File: src/rtl/sprite_rom_arbiter_if.sv
// Bundle between the sprite engines / sprite ROM and the sprite ROM arbiter.
// Requester operands are packed per requester: slot i sits at [i*W +: W].
interface sprite_rom_arbiter_if #(
  parameter int NUM_REQ = 4,
  parameter int ADDR_W  = 16,
  parameter int PIX_W   = 5
);
  localparam int ID_W = $clog2(NUM_REQ);

  logic                             frame_start;
  logic [NUM_REQ-1:0]               req;
  logic [NUM_REQ-1:0][ADDR_W-1:0]   req_base;
  logic [NUM_REQ-1:0][4:0]          req_x;
  logic [NUM_REQ-1:0][5:0]          req_y;
  logic [NUM_REQ-1:0]               gnt;
  logic                             rom_rd;
  logic [ADDR_W-1:0]                rom_addr;
  logic [PIX_W-1:0]                 rom_data;
  logic                             rsp_valid;
  logic [ID_W-1:0]                  rsp_id;
  logic [PIX_W-1:0]                 rsp_pixel;

  modport master (
    output frame_start, req, req_base, req_x, req_y, rom_data,
    input  gnt, rom_rd, rom_addr, rsp_valid, rsp_id, rsp_pixel
  );

  modport slave (
    input  frame_start, req, req_base, req_x, req_y, rom_data,
    output gnt, rom_rd, rom_addr, rsp_valid, rsp_id, rsp_pixel
  );
endinterface

File: src/rtl/sprite_rom_arbiter.sv
// Round-robin share of one sprite-ROM read port; returns the pixel tagged with
// the requester id ROM_LAT+2 cycles after the grant.

// Per-requester address generation and bounds check.
module sprite_rom_arbiter_lane #(
  parameter int ADDR_W = 16,
  parameter int SPR_W  = 24,
  parameter int SPR_H  = 45
) (
  input  logic [ADDR_W-1:0] base,
  input  logic [4:0]        x,
  input  logic [5:0]        y,
  output logic [ADDR_W-1:0] addr,
  output logic              oob
);
  logic [ADDR_W-1:0] rowOff;

  generate
    if (SPR_W == 24) begin : gShiftAdd
      assign rowOff = (ADDR_W'(y) << 4) + (ADDR_W'(y) << 3);
    end else begin : gMul
      assign rowOff = ADDR_W'(y) * ADDR_W'(SPR_W);
    end
  endgenerate

  // Sum wraps naturally in ADDR_W bits.
  assign addr = base + rowOff + ADDR_W'(x);
  assign oob  = (int'(x) >= SPR_W) || (int'(y) >= SPR_H);
endmodule

module sprite_rom_arbiter #(
  parameter int NUM_REQ = 4,
  parameter int ADDR_W  = 16,
  parameter int PIX_W   = 5,
  parameter int SPR_W   = 24,
  parameter int SPR_H   = 45,
  parameter int ROM_LAT = 1
) (
  input  logic                  Clk,
  input  logic                  Reset_n,
  sprite_rom_arbiter_if.slave   bus
);
  localparam int ID_W = $clog2(NUM_REQ);

  typedef struct packed {
    logic [ID_W-1:0] id;
    logic            oob;
  } tag_t;

  logic [NUM_REQ-1:0][ADDR_W-1:0] laneAddr;
  logic [NUM_REQ-1:0]             laneOob;

  generate
    for (genvar g = 0; g < NUM_REQ; g++) begin : gLane
      sprite_rom_arbiter_lane #(
        .ADDR_W (ADDR_W),
        .SPR_W  (SPR_W),
        .SPR_H  (SPR_H)
      ) uLane (
        .base (bus.req_base[g]),
        .x    (bus.req_x[g]),
        .y    (bus.req_y[g]),
        .addr (laneAddr[g]),
        .oob  (laneOob[g])
      );
    end
  endgenerate

  logic [ID_W-1:0]    ptr;
  logic [ID_W-1:0]    gntId;
  logic [ID_W-1:0]    nextPtr;
  logic               gntAny;
  logic [NUM_REQ-1:0] gntVec;

  // Scan upward from ptr with wrap; first requester found wins.
  always_comb begin
    int idx;
    idx    = 0;
    gntAny = 1'b0;
    gntId  = '0;
    gntVec = '0;
    for (int off = 0; off < NUM_REQ; off++) begin
      idx = int'(ptr) + off;
      if (idx >= NUM_REQ) idx = idx - NUM_REQ;
      if (!gntAny && bus.req[ID_W'(idx)]) begin
        gntAny = 1'b1;
        gntId  = ID_W'(idx);
      end
    end
    if (gntAny) gntVec[gntId] = 1'b1;
  end

  assign nextPtr = (int'(gntId) == NUM_REQ - 1) ? '0 : gntId + 1'b1;
  assign bus.gnt = gntVec;

  logic [ROM_LAT:0] vldPipe;
  tag_t [ROM_LAT:0] tagPipe;

  always_ff @(posedge Clk or negedge Reset_n) begin
    if (!Reset_n) begin
      ptr           <= '0;
      bus.rom_rd    <= 1'b0;
      bus.rom_addr  <= '0;
      vldPipe       <= '0;
      tagPipe       <= '0;
      bus.rsp_valid <= 1'b0;
      bus.rsp_id    <= '0;
      bus.rsp_pixel <= '0;
    end else begin
      if (bus.frame_start)  ptr <= '0;
      else if (gntAny)      ptr <= nextPtr;

      // Out-of-bounds grants still take a pipeline slot but never touch the ROM.
      bus.rom_rd <= gntAny && !laneOob[gntId];
      if (gntAny) bus.rom_addr <= laneAddr[gntId];

      vldPipe[0]    <= gntAny;
      tagPipe[0].id  <= gntId;
      tagPipe[0].oob <= laneOob[gntId];
      for (int i = 1; i <= ROM_LAT; i++) begin
        vldPipe[i] <= vldPipe[i-1];
        tagPipe[i] <= tagPipe[i-1];
      end

      // Stage ROM_LAT lines up with rom_data; pixel holds between responses.
      bus.rsp_valid <= vldPipe[ROM_LAT];
      if (vldPipe[ROM_LAT]) begin
        bus.rsp_id    <= tagPipe[ROM_LAT].id;
        bus.rsp_pixel <= tagPipe[ROM_LAT].oob ? '0 : bus.rom_data;
      end
    end
  end
endmodule

File: src/flat_wrapper.sv
// flat-port wrapper written by rule: the top's interface ports become plain ports
module sprite_rom_arbiter_flat 
#(
  parameter int NUM_REQ = 4,
  parameter int ADDR_W  = 16,
  parameter int PIX_W   = 5,
  parameter int SPR_W   = 24,
  parameter int SPR_H   = 45,
  parameter int ROM_LAT = 1
)
  (Clk, Reset_n, bus_frame_start, bus_req, bus_req_base, bus_req_x, bus_req_y, bus_rom_data, bus_gnt, bus_rom_rd, bus_rom_addr, bus_rsp_valid, bus_rsp_id, bus_rsp_pixel);
  sprite_rom_arbiter_if #(.NUM_REQ(NUM_REQ), .ADDR_W(ADDR_W), .PIX_W(PIX_W)) bus_i ();
  input  logic Clk;
  input  logic Reset_n;
  input wire logic [$bits(bus_i.frame_start)-1:0] bus_frame_start;
  input wire logic [$bits(bus_i.req)-1:0] bus_req;
  input wire logic [$bits(bus_i.req_base)-1:0] bus_req_base;
  input wire logic [$bits(bus_i.req_x)-1:0] bus_req_x;
  input wire logic [$bits(bus_i.req_y)-1:0] bus_req_y;
  input wire logic [$bits(bus_i.rom_data)-1:0] bus_rom_data;
  output wire logic [$bits(bus_i.gnt)-1:0] bus_gnt;
  output wire logic [$bits(bus_i.rom_rd)-1:0] bus_rom_rd;
  output wire logic [$bits(bus_i.rom_addr)-1:0] bus_rom_addr;
  output wire logic [$bits(bus_i.rsp_valid)-1:0] bus_rsp_valid;
  output wire logic [$bits(bus_i.rsp_id)-1:0] bus_rsp_id;
  output wire logic [$bits(bus_i.rsp_pixel)-1:0] bus_rsp_pixel;
  assign bus_i.frame_start = bus_frame_start;
  assign bus_i.req = bus_req;
  assign bus_i.req_base = bus_req_base;
  assign bus_i.req_x = bus_req_x;
  assign bus_i.req_y = bus_req_y;
  assign bus_i.rom_data = bus_rom_data;
  assign bus_gnt = bus_i.gnt;
  assign bus_rom_rd = bus_i.rom_rd;
  assign bus_rom_addr = bus_i.rom_addr;
  assign bus_rsp_valid = bus_i.rsp_valid;
  assign bus_rsp_id = bus_i.rsp_id;
  assign bus_rsp_pixel = bus_i.rsp_pixel;
  sprite_rom_arbiter #(.NUM_REQ(NUM_REQ), .ADDR_W(ADDR_W), .PIX_W(PIX_W), .SPR_W(SPR_W), .SPR_H(SPR_H), .ROM_LAT(ROM_LAT)) u_core (.Clk(Clk), .Reset_n(Reset_n), .bus(bus_i));
endmodule
File: config.mk
export PLATFORM = sky130hd
export DESIGN_NAME = sprite_rom_arbiter_flat
export DESIGN_NICKNAME = d
export VERILOG_FILES = /design/src/rtl/sprite_rom_arbiter_if.sv /design/src/rtl/sprite_rom_arbiter.sv /design/src/flat_wrapper.sv
export SDC_FILE = /design/constraint.sdc
export NUM_CORES = 1
export LEC_CHECK = 0
export CAP_MARGIN = 20
export CORE_UTILIZATION = 36
export CTS_BUF_LIST = sky130_fd_sc_hd__clkbuf_16
export DETAILED_ROUTE_END_ITERATION = 12
export HOLD_SLACK_MARGIN = 0.05
export PLACE_DENSITY = 0.59
export REMOVE_ABC_BUFFERS = 1
export SLEW_MARGIN = 20
export SYNTH_ARGS = -nofsm -noshare
export SYNTH_HDL_FRONTEND = slang
export SYNTH_SLANG_ARGS = --single-unit
File: constraint.sdc
create_clock -name Clk -period 3.8 [get_ports Clk]
set_input_delay 0.95 -clock Clk [delete_from_list [all_inputs] [get_ports Clk]]
set_output_delay 0.95 -clock Clk [all_outputs]
set_load 0.03 [all_outputs]
### Word level (Yosys, flattened, before mapping)

Index checks and enable logic that the tools add are counted.

| storage, ports and cells | value |
|---|---|
| register bits | 35 |
| input bits | 120 |
| output and inout bits | 29 |

| cells by class | value |
|---|---|
| $add $sub $neg | 20 |
| $lt $le $gt $ge | 18 |
| eq/ne operators | 1 |
| mux-type cells | 35 |
| reductions and logical operators | 14 |

Operators by type and width:

| operator | count |
|---|---|
| $add A16 B11 Y16 | 4 |
| $add A16 B5 Y16 | 4 |
| $add A10 B9 Y11 | 4 |
| $bmux W16 S2 | 1 |
| $ge A6 B6 Y1 const B | 4 |
| $mux W2 | 11 |
| $ge A5 B5 Y1 const B | 4 |
| $lt A2 B4 Y1 const B | 4 |
| $mux W16 | 1 |
| $mux W1 | 14 |
| $bmux W1 S2 | 5 |
| $ge A3 B3 Y1 const B | 3 |
| $sub A2 B1 Y2 const B | 4 |
| $add A2 B2 Y3 const B | 2 |
| $logic_and A1 B1 Y1 | 5 |
| $mux W5 | 1 |
| $logic_not A1 Y1 | 4 |
| $logic_or A1 B1 Y1 | 4 |
| $mux W4 | 1 |
| $add A2 B1 Y3 const B | 1 |
| $ge A2 B3 Y1 const B | 1 |
| $lt A2 B3 Y1 const B | 1 |
| $add A2 B1 Y2 const B | 1 |
| $demux W1 S2 | 1 |
| 3 further kinds | 3 |

### Logic depth before layout (Yosys ltp)

| depth | value |
|---|---|
| depth in word-level cells | 20 |
| depth in mapped cells | 13 |
| mapped depth without buffers | 13 |

### Modules after synthesis

From an unflattened synthesis, not the netlist that was laid out.

| unflattened totals | value |
|---|---|
| cells, all modules | 723 |
| area total of the unflattened synthesis | 6074.6 µm² |

By module, submodules not included:

| module | times used | cells each | area each (µm²) |
|---|---|---|---|
| sprite_rom_arbiter | 1 | 218 | 1949.4 |
| sprite_rom_arbiter_lane (u_core.gLane[3].uLane) | 1 | 128 | 1068.5 |
| sprite_rom_arbiter_lane (u_core.gLane[0].uLane) | 1 | 131 | 1044.8 |
| sprite_rom_arbiter_lane (u_core.gLane[2].uLane) | 1 | 126 | 1027.2 |
| sprite_rom_arbiter_lane (u_core.gLane[1].uLane) | 1 | 120 | 984.7 |

### Worst setup path after synthesis

No wires, ideal clock.

| timing | value |
|---|---|
| path type | input to register |
| start point | input bus_req_y[0] |
| end point | register u_core.bus.rom_addr[11] |
| arrival | 3656 ps |
| required time | 3660 ps |
| slack | 4 ps |
| cell stages on the path | 12 |
| path buffers | 0 |
| cells stage by stage | inv_1 fa_1 inv_1 fa_1 ha_1 o21ai_0 or4_1 nand4b_1 xnor2_1 nor2_1 o41ai_1 a21oi_1 |

| between the ends | value |
|---|---|
| cells in the longest elaborated chain, start to end | 5 |

RTL lines:

| element | line | source |
|---|---|---|
| from (decl) | flat_wrapper.sv:19 | `input wire logic [$bits(bus_i.req_y)-1:0] bus_req_y;` |
| $add A10 B9 Y11 | sprite_rom_arbiter.sv:20 | `assign rowOff = (ADDR_W'(y) << 4) + (ADDR_W'(y) << 3);` |
| $add A16 B11 Y16 | sprite_rom_arbiter.sv:27 | `assign addr = base + rowOff + ADDR_W'(x);` |
| $add A16 B5 Y16 | sprite_rom_arbiter.sv:27 |  |
| $bmux W16 S2 | sprite_rom_arbiter.sv:115 | `if (gntAny) bus.rom_addr <= laneAddr[gntId];` |
| $mux W16 (not written as such) | sprite_rom_arbiter.sv:115 |  |
| to (signal assigned) | sprite_rom_arbiter.sv:115 |  |
| to (decl) | sprite_rom_arbiter_if.sv:30 | `output gnt, rom_rd, rom_addr, rsp_valid, rsp_id, rsp_pixel` |

No other way between the ends. The select of a mux whose other input is x is not followed.
A chain may end at the register's enable or synchronous reset.

### Worst setup path in the final report

| timing | value |
|---|---|
| start point | input bus_req_base[54] |
| end point | register u_core.bus.rom_addr[15] |

| between the ends | value |
|---|---|
| cells in the longest elaborated chain, start to end | 4 |

RTL lines:

| element | line | source |
|---|---|---|
| from (decl) | flat_wrapper.sv:17 | `input wire logic [$bits(bus_i.req_base)-1:0] bus_req_base;` |
| $add A16 B11 Y16 | sprite_rom_arbiter.sv:27 |  |
| $add A16 B5 Y16 | sprite_rom_arbiter.sv:27 |  |
| $bmux W16 S2 | sprite_rom_arbiter.sv:115 |  |
| $mux W16 (not written as such) | sprite_rom_arbiter.sv:115 |  |

No other way between the ends. The select of a mux whose other input is x is not followed.

==> results by group <==
Timing
  – Worst slew pin tran: 810.5 ps
  – Fmax: 0.2660 GHz
  – Final hold viol count: 0
  – Fin crit share: 0.9892
  – Slew Limit Fails: 0
  – Slew margin rel.: 0.4597
  – Setup violations, final: 0
  – Final min period: 3759 ps
  – Skew final: 2.887 ps
  – Unrepaired setup endpoints after global routing: yes

Drt
  – DRC Markers: 0
  – Vias per std cell: 5.037
  – DR WL/cell: 15.68 µm
  – Post-route ant nets: 0
  – Vias: 5808
  – Initial drt markers: 266
  – DRT Wirelength: 18.08 mm
  – DRT Pass-1 Iters: 4

Layout
  – Nets: 1209
  – Layout Utilization: 0.6041
  – Fraction of layout instances using a drive strength above 1: 0.2866
  – Fin cells: 1153
  – Filler cell count: 1349
  – Multi-input logic area: 5152 µm²
  – Reg area: 875.8 µm²
  – Area Growth Syn to Fin: 61.20%
  – Ant diodes: 0

Synth
  – Post-Syn Area: 5782 µm²
  – Mapped Cells: 685
  – Top_reg_cell synth: dfrtp_1
  – Sequential element share of the synthesized area: 0.1515
  – Post-synthesis area per instance: 8.441 µm²
  – Yosys warns: 0
  – Async set-reset flop share out of synthesis: 1.000
  – Yosys reg bits: 35
  – Number of synthesized flops with an enable pin: 0
  – Distinct cells, synth: 64

Clocking
  – Clk slew on worst S/H paths: 50 ps
  – Clk Tree Root Cell: clkbuf_16
  – CTS tree: yes
  – Worst-skew pair later-pin latency: 290 ps
  – # H-tree levels: 2
  – Hold_buf cts: 0
  – Inserted Clock Buffers: 5
  – CTS Sinks: 35
  – Clk buf depth: 2

Worst hold path
  – Hold wc startpoint: u_core.tagPipe[1]$_DFF_PN0_
  – Hold Path Depth: 0
  – Worst hold-check path type: reg2reg
  – Hold Path End: u_core.tagPipe[4]$_DFF_PN0_

Critical path
  – CP cell instances: clkdlybuf4s50_1 > inv_1 > fa_1 > inv_1 > ha_1 > ha_1 > or2_2 > a31oi_1 > a21o_1 > o21ai_1 > xor2_1 > o211a_1 > a211o_1
  – Critical path launch point type: input port
  – CP endpoint kind: flop
  – Worst stage delay on the critical path: 470 ps
  – CP required: 3970 ps
  – Reg2reg setup slack: 1230 ps
  – Worst Path Arrival: 3930 ps
  – CP bufs+invs: 3
  – R2R depth: 10
  – RR Endpoint: u_core.bus.rom_addr[14]$_DFFE_PN0P_
  – Crit-path slowest cell: fa_1
  – Kind of critical path: in2reg
  – Crit Reg-Reg Startpoint: u_core.ptr[1]$_DFFE_PN0P_
  – Max FO, Critical Path: 2
  – Delay-heaviest family, CP: adder cells

Power
  – Reg power frac: 0.160
  – VDD IR max: 0.2892 mV
  – Logic pwr share: 0.726
  – Total power: 3.497 mW
  – Psw: 1.521 mW
  – Sw Share: 0.4348
  – PwrDens: 375.2 nW/µm²
  – Leakage power: 4.588 nW
  – Internal power: 1.976 mW
  – Clock share of power: 0.114

Die
  – Row count: 45
  – Starting Density: 0.3748
  – Die width: 128.7 µm
  – Core area: 15430 µm²
  – Die height: 128.7 µm
  – I/O Pins: 149
  – Die area: 16570 µm²

Global route
  – Total gr overflow: 0
  – Total track usage: 0.2187
  – Largest net degree at the start of global routing: 36
  – Initial antenna violation count: 0
  – Number of global-route vias before repair: 6047
  – Global-route wire length before repair: 28.66 mm

Placement
  – Gpl congestion: 0.9007
  – Port Buffers: 148
  – DP Wirelength: 14.19 mm
  – Post-Place Cells: 1133

Job
  – Number of max-cap violations: 0

Run status
  – Outcome: finished, final reports clean
-- through the flow --
step | cell area (µm²) | hold WS, ps | worst slack (ps) | TNS (ps)
floorplan | 5705 | 331.2 | -10.64 | -11.99
global placement | 8230 | 332.6 | -633.7 | -6413
detailed placement | 8230 | 336.5 | -728.9 | -7278
CTS | 8965 | 347.6 | 3.875 | 0
global route | 9320 | 353.0 | -66.00 | -160.0
finish | 9320 | 345.4 | 41.17 | 0
-- power groups by stage --
| stage | combinational (mW) | sequential [mW] | clock [mW] |
|---|---|---|---|
| after floorplan | 1.00 | 0.719 | 0 |
| after global routing | 2.76 | 0.571 | 0.421 |
| after global placement | 2.07 | 0.559 | 0 |
| final | 2.54 | 0.560 | 0.397 |
| after detailed placement | 2.09 | 0.563 | 0 |
| after CTS | 2.37 | 0.558 | 0.404 |
-- final cells by class --
class | instances | share of cell area
clock buffer | 5 | 0.01342
clock inverter | 3 | 0.001745
inverter | 125 | 0.05168
multi-input combinational | 510 | 0.5528
sequential | 35 | 0.09397
tap | 211 | 0.02833
timing repair buffer | 264 | 0.2580
-- flip-flops by register name, summed over array words and instances (netlist names) --
name and count:
u_core.bus.rom_addr 16, u_core.bus.rom_rd 1, u_core.bus.rsp_id 2, u_core.bus.rsp_pixel 5, u_core.bus.rsp_valid 1, u_core.ptr 2, u_core.tagPipe 6, u_core.vldPipe 2
-- synthesized netlist by cell type, types with 11 or more instances --
master	number	area share
nor2_1	26	0.017
dfrtp_1	35	0.15
a21oi_1	31	0.027
xnor2_1	23	0.035
o211ai_1	11	0.014
a21o_1	15	0.019
nand2b_1	12	0.013
fa_1	32	0.11
nand2_1	55	0.036
inv_1	123	0.080
ha_1	116	0.25
nand3_1	18	0.016
nor3_1	11	0.0095
o21ai_0	34	0.029
and3_1	13	0.014
-- worst max-delay path by stage --
stage	start	cells past startpoint	slack, ps	to
2_1_floorplan	bus_req_y[0]	12	-10	u_core.bus.rom_addr[11]$_DFFE_PN0P_
3_3_place_gp	bus_req_y[18]	13	-630	u_core.bus.rom_addr[14]$_DFFE_PN0P_
3_5_place_dp	bus_req_y[18]	14	-730	u_core.bus.rom_addr[14]$_DFFE_PN0P_
4_1_cts	bus_req_x[18]	13	4	u_core.bus.rom_addr[15]$_DFFE_PN0P_
5_1_grt	bus_req_base[54]	13	-70	u_core.bus.rom_addr[15]$_DFFE_PN0P_
6_report	bus_req_base[54]	13	40	u_core.bus.rom_addr[15]$_DFFE_PN0P_
-- worst reg2reg max path, cell delays in order, from the launching register on --
cell	delay (ps)
dfrtp_1	440
mux2i_1	220
nor2_1	60
or3_4	410
buf_8	190
clkinv_8	70
buf_4	300
nand2_4	100
or4b_1	480
nand3_1	100
o31ai_1	70
-- cell usage in the layout, fill, tap and decap left out, drive strengths merged, types with 7 or more instances in the layout --
| cell type | count |
|---|---|
| o21ai | 35 |
| xnor2 | 23 |
| buf | 118 |
| nand3b | 7 |
| dlymetal6s2s | 20 |
| ha | 116 |
| a21oi | 31 |
| o211ai | 11 |
| dlygate4sd2 | 15 |
| inv | 125 |
| clkbuf | 11 |
| clkdlybuf4s50 | 104 |
| a211oi | 9 |
| xor2 | 10 |
| nor2 | 26 |
| and3 | 13 |
| fa | 32 |
| nor3 | 11 |
| nand3 | 18 |
| nand2b | 12 |
| a21o | 15 |
| dfrtp | 35 |
| nand2 | 56 |
-- layer usage --
layer	vias up	wire length (µm)	track usage
met5	-	0	0
met4	0	268	0.04291
met3	21	769	0.03077
met2	145	9467	0.4169
met1	2784	7574	0.2593
li1	2858	-	-
-- timing repair --
item                       4_1_cts  5_1_grt
setup buffers                    9        2
cloned                           0        1
setup endpoints to repair       15       11
pin swaps                       51       80
resized for setup              122      101
-- kinds of logic (layout without fill, tap and decap cells) --
family / count (synthesis) / in the layout / share of synthesized area
xor+xnor: 33 / 33 / 0.04999
fa+ha+maj: 148 / 148 / 0.3618
simple gates: 168 / 168 / 0.1463
buf+inv: 140 / 397 / 0.09652
compound gates: 154 / 154 / 0.1814
flops: 35 / 35 / 0.1515
mux: 7 / 7 / 0.01255
(Power assumes the default switching activity.)
